$ cat src/rtl/tap_accumulator.sv
// Sequential MAC back end for the adaptive FIR path.
// Sums NUM_TAPS sign-magnitude products, then rescales and saturates.
module tap_accumulator #(
  parameter int NUM_TAPS  = 16,
  parameter int ACC_W     = 26,
  parameter int OUT_SHIFT = 10
) (
  input  logic        clk,
  input  logic        rst,
  input  logic        start,
  input  logic        prod_valid,
  input  logic [20:0] prod_in,
  output logic        busy,
  output logic        acc_valid,
  output logic [10:0] acc_out,
  output logic        sat
);

  localparam int CNT_W = (NUM_TAPS > 1) ? $clog2(NUM_TAPS) : 1;
  localparam logic [CNT_W-1:0] LAST = CNT_W'(NUM_TAPS - 1);

  typedef enum logic [1:0] {
    IDLE,
    ACCUM,
    DONE
  } state_t;

  state_t           state;
  logic [ACC_W-1:0] acc;
  logic [CNT_W-1:0] count;

  logic [ACC_W-1:0] mag_ext;
  logic [ACC_W-1:0] prod_ext;
  logic             acc_neg;
  logic [ACC_W-1:0] abs_acc;
  logic [ACC_W-1:0] shifted;
  logic             sat_next;
  logic [9:0]       mag_next;
  logic             sign_next;

  // Product to two's complement, and accumulator to saturated sign-magnitude
  always_comb begin
    mag_ext   = ACC_W'(prod_in[19:0]);
    prod_ext  = prod_in[20] ? (~mag_ext + ACC_W'(1)) : mag_ext;
    acc_neg   = acc[ACC_W-1];
    abs_acc   = acc_neg ? (~acc + ACC_W'(1)) : acc;
    shifted   = abs_acc >> OUT_SHIFT;
    sat_next  = shifted > ACC_W'(1023);
    mag_next  = sat_next ? 10'h3FF : shifted[9:0];
    sign_next = acc_neg && (mag_next != 10'd0);
  end

  // Control FSM with accumulator and registered result outputs
  always_ff @(posedge clk) begin
    if (rst) begin
      state     <= IDLE;
      acc       <= '0;
      count     <= '0;
      busy      <= 1'b0;
      acc_valid <= 1'b0;
      acc_out   <= '0;
      sat       <= 1'b0;
    end else begin
      acc_valid <= 1'b0;
      unique case (state)
        IDLE: begin
          if (start) begin
            acc   <= '0;
            count <= '0;
            busy  <= 1'b1;
            state <= ACCUM;
          end
        end
        ACCUM: begin
          if (prod_valid) begin
            acc   <= acc + prod_ext;
            count <= count + CNT_W'(1);
            if (count == LAST) state <= DONE;
          end
        end
        DONE: begin
          acc_out   <= {sign_next, mag_next};
          sat       <= sat_next;
          acc_valid <= 1'b1;
          busy      <= 1'b0;
          state     <= IDLE;
        end
        default: begin
          busy  <= 1'b0;
          state <= IDLE;
        end
      endcase
    end
  end

endmodule

$ cat config.mk
export PLATFORM = sky130hd
export DESIGN_NAME = tap_accumulator
export DESIGN_NICKNAME = d
export VERILOG_FILES = /design/src/rtl/tap_accumulator.sv
export SDC_FILE = /design/constraint.sdc
export NUM_CORES = 1
export LEC_CHECK = 0
export CORE_MARGIN = 3
export CORE_UTILIZATION = 47
export CTS_BUF_LIST = sky130_fd_sc_hd__clkbuf_8 sky130_fd_sc_hd__clkbuf_16
export DETAILED_ROUTE_END_ITERATION = 10
export GPL_ROUTABILITY_DRIVEN = 0
export HOLD_SLACK_MARGIN = 0.06
export PLACE_DENSITY = 0.68
export SLEW_MARGIN = 15
export SYNTH_ARGS = -nofsm -noshare
export SYNTH_HDL_FRONTEND = slang
export SYNTH_SLANG_ARGS = --single-unit
$ cat constraint.sdc
create_clock -name clk -period 6.1 [get_ports clk]
set_input_delay 1.22 -clock clk [delete_from_list [all_inputs] [get_ports clk]]
set_output_delay 1.22 -clock clk [all_outputs]
set_load 0.02 [all_outputs]
# Yosys cells after proc, flatten, opt, wreduce, memory -nomap -nowiden
# Cells that the tools add are included.
[totals]
ff_bits = 46
input_bits = 25
output_inout_bits = 14
elab_cells = 44
[classes]
n_addsub = 4
magnitude_cmp = 1
n_eq_ne = 6
muxes = 16
bitwise_logic = 3
reduce_logical = 7
[op_table]
columns = ["op", "n"]
rows = [
  ["$mux W26", 4],
  ["$add A26 B1 Y26 const B", 2],
  ["$pmux W26 S2", 1],
  ["$add A26 B26 Y26", 1],
  ["$not A20 Y26", 1],
  ["$not A26 Y26", 1],
  ["$gt A16 B10 Y1 const B", 1],
  ["$mux W10", 1],
  ["$reduce_bool A10 Y1", 1],
  ["$mux W4", 2],
  ["$pmux W4 S2", 1],
  ["$mux W2", 3],
  ["$ne A2 B2 Y1 const B", 3],
  ["$reduce_and A3 Y1", 2],
  ["$add A4 B1 Y4 const B", 1],
  ["$eq A4 B4 Y1 const B", 1],
  ["$pmux W2 S2", 1],
  ["$eq A2 B1 Y1 const B", 1],
  ["$eq A2 B2 Y1 const B", 1],
  ["$logic_not A2 Y1", 1],
  ["$mux W1", 2],
  ["$pmux W1 S2", 1],
  ["$reduce_and A2 Y1", 1],
  ["$reduce_bool A2 Y1", 1],
  ["2 further kinds", 2],
]

# Depth between registers and ports, before layout
[depth]
ltp_word = 7
ltp_mapped = 17
depth_no_buf = 16

# Worst setup path after synthesis
# Ideal clock, no wire load.
[synth_timing]
path_type = "input to register"
startpoint = "input port prod_in[10]"
endpoint = "register acc[25]"
setup_time_ps = 74
arrival_time_ps = 5112
t_required_ps = 6026
slack_ps = 913
cell_stages = 14
n_path_buf = 1
path_cell_list = "or4_4 -> or4_4 -> or3_1 -> buf_6 -> o21ai_0 -> xnor2_1 -> ha_1 -> o211ai_1 -> or4b_2 -> a21oi_1 -> nor3_1 -> o21a_1 -> or4_1 -> a31oi_1"
[synth_via]
elab_chain_len = 6
[synth_rtl]
columns = ["element", "line_no", "source"]
rows = [
  ["from (decl)", "12", "input logic [20:0] prod_in,"],
  ["$not A20 Y26", "44", "prod_ext = prod_in[20] ? (~mag_ext + ACC_W'(1)) : mag_ext;"],
  ["$add A26 B1 Y26", "44", ""],
  ["$mux W26 *", "44", ""],
  ["$add A26 B26 Y26 *", "76", "acc <= acc + prod_ext;"],
  ["$mux W26 *", "75", "if (prod_valid) begin"],
  ["$pmux W26 S2 *", "65", "unique case (state)"],
  ["to (signal assigned)", "76", ""],
  ["to (decl)", "29", "logic [ACC_W-1:0] acc;"],
]
# Every way passes the cells marked *; elsewhere a longest branch is shown, timed or not. The select of a mux whose other input is x is not followed.
# A chain may end at the register's enable or synchronous reset.

# Final worst setup path
[layout_timing]
startpoint = "input port prod_in[8]"
endpoint = "register acc[25]"
# The elaborated chain is that of the path after synthesis.

==> reports/metrics.csv <==
metric,value,unit
syn_area_per_cell,7.82,um^2
design.final.nets,553,
fin_worst_skew,0.00870,ns
floorplan.die_area,8940,um^2
powerDensity,188,nW/um^2
place_inst,591,
critPathKind,in -> reg,
slew_headroom,26.0,%
timing.final.setup_violations,0,
fin_worst_hold_slack,0.458,ns
power.ir.vdd_worst,0.107,mV
antenna-diode-count,0,
cts.root.buffer_cell,clkbuf_8,
required,6.32,ns
drive_gt1_share,5.60,%
vias,3488,
design.portCount,39,
post_drt_via_cell_ratio,5.82,
die_width,94.5,um
synth.cells.most_frequent,"nor2_1 (60), dfxtp_1 (46), nand2_1 (37)",
synthesis.area,3680,um^2
grt_max_degree,33,
grt_first_pass_wirelength,14800,um
dp_hpwl,6670,um
tritoncts.num_buffers,5,
finalSetupTns,0,ns
synth_sequential_area_ratio,25.0,%
min_path_type,reg -> reg,
fillerInstances,711,
layout_min_cycle_time,5.66,ns
ys_seq_elements,46,
globalRouteMet3Util,2.87,%
end_kind,flop,
synth_fp_nets,525,
clk_transition_reported_paths,0.10,ns
synthToLayoutAreaGrowth,15.2,%
max_cap_violations,0,
period_share,92.7,%
clock.fmax,177,MHz
use_met2,36.3,%
dr.first_iter.drc_count,190,
detailed_routing_iterations_pass_1,4,
final_design_area_no_fill,4240,um^2
post_synth_arst_share,0,%
drc_errors,0,
clock_sink_count,46,
cts-root-to-sink-buffers,2,
gr_overflow_total,0,
finalWirelength,8780,um
grt_use_met1,25.9,%
synth_cell_type_count,59,
final.setup.worst_slack,0.443,ns
die_h,94.5,um
clock_latency,0.31,ns
power.leakage,1.62,nW
rows,31,
avgRoutedWirePerCell,14.6,um
antenna_left,0,
post-cts-setup-buffer-count,0,
post_synth_edffs,0,
final-max-slew-violation-count,0,
fp.coreArea,7410,um^2
final_hold_viol_count,0,
yosys.cell_count.top_type,nor2_1,
dp_worst_setup_slack,0.141,ns
netlist_instances,471,
cts_tree,done,
post_cts_hold_buffer_count,0,
synth_top_area_cell,dfxtp_1,
max_slew.worst_pin.slew,1.11,ns
post_dp_cell_area,4130,um^2
yosys-top-cells-area,"dfxtp_1 (25%), ha_1 (9.5%), xnor2_1 (7.8%), nor2_1 (6.1%), nand2_1 (3.8%)",
depth_of_the_cts_h_tree,2,
grt-busiest-layer,met2,
grt_setup_unrepaired,false,
yosys_most_used_dff,dfxtp_1,
total_routing_usage_gr,20.4,%
grt_pass1_vias,3253,
result_of_the_run,finished clean,
post_cts_resized,0,
number_of_antenna_violations_at_the_first_check_in_global_routing,0,
cp-start-kind,input port,
start_util,49.7,%
synth_top_area_share,25.0,%
arrival,5.88,ns
ys.warnings.count,0,
final-instance-count-excl-fill,599,
critPathMaxFanout,6,
numPortBuffers,38,
## per-layer routing
metal / part of all wire (%) / wire [um]
met5: 0 / 0
met4: 1.0 / 92
met3: 4.0 / 352
met2: 49 / 4260
met1: 46 / 4070
## metrics by stage
step           utilization, %  power (mW)
2_1_floorplan               -       0.499
3_3_place_gp             55.8       0.560
3_5_place_dp             55.8       0.566
4_1_cts                  57.3       0.799
5_1_grt                  57.3       0.838
6_report                 57.3       0.796
## path summary, 6_finish.rpt
check	to	cells after the start	slack [ns]	start
worst max-delay path	acc[25]	14	0.44	prod_in[8]
worst min-delay path	acc_out[10]	2	0.46	acc_out[10]
worst max register to register	acc[25]	9	3.15	acc[16]
worst min register to register	acc_out[10]	2	0.46	acc_out[10]
## cell families after synthesis
kind of cell             after synthesis  share of synthesized area, %
AO/OA/AOI/OAI                        143                          27.4
AND/OR/NAND/NOR                      169                          22.4
buffers and inverters                 38                          4.14
adder cells (fa/ha/maj)               29                          10.1
flip-flops                            46                          25.0
XOR/XNOR                              44                          10.5
multiplexers                           2                         0.543
## final cells by class
type / instances / area (um^2) / share of cell area, %
clock buffer: 5 / 68.8 / 1.62
tap: 99 / 124 / 2.92
inverter: 16 / 60.1 / 1.42
clock inverter: 3 / 41.3 / 0.973
sequential: 46 / 921 / 21.7
timing repair buffer: 43 / 418 / 9.85
multi-input combinational: 387 / 2610 / 61.5
## sequential cells by signal, indices dropped and copies added (netlist names)
register,cells
acc,26
acc_out,11
acc_valid,1
busy,1
count,4
sat,1
state,2
## power by group
part | total, mW | switching [mW] | internal [mW] | leakage [nW]
clock | 0.235 | 0.114 | 0.121 | 0.0556
sequential | 0.322 | 0.0124 | 0.309 | 0.373
combinational | 0.240 | 0.136 | 0.104 | 1.19
## critical path, stage by stage
cell and delay [ns]:
clkdlybuf4s50_1 0.47, or4_4 0.56, or4_4 0.51, or3_1 0.43
o21ai_0 0.23, xnor2_1 0.10, ha_1 0.39, o211ai_1 0.16
or4b_2 0.64, a21oi_1 0.20, nor3_1 0.12, o21a_1 0.21
or4_1 0.49, a31oi_1 0.16
## placed cells by master (no fill, tap or decap), types with 13 or more instances in the layout
cell type        count
inv_1               16
nor2_1              60
a22oi_1             13
ha_1                28
a21oi_1             27
nand2_1             37
xnor2_1             33
o21ai_0             27
dfxtp_1             46
clkdlybuf4s50_1     38
Power figures use the tool's default switching activity.
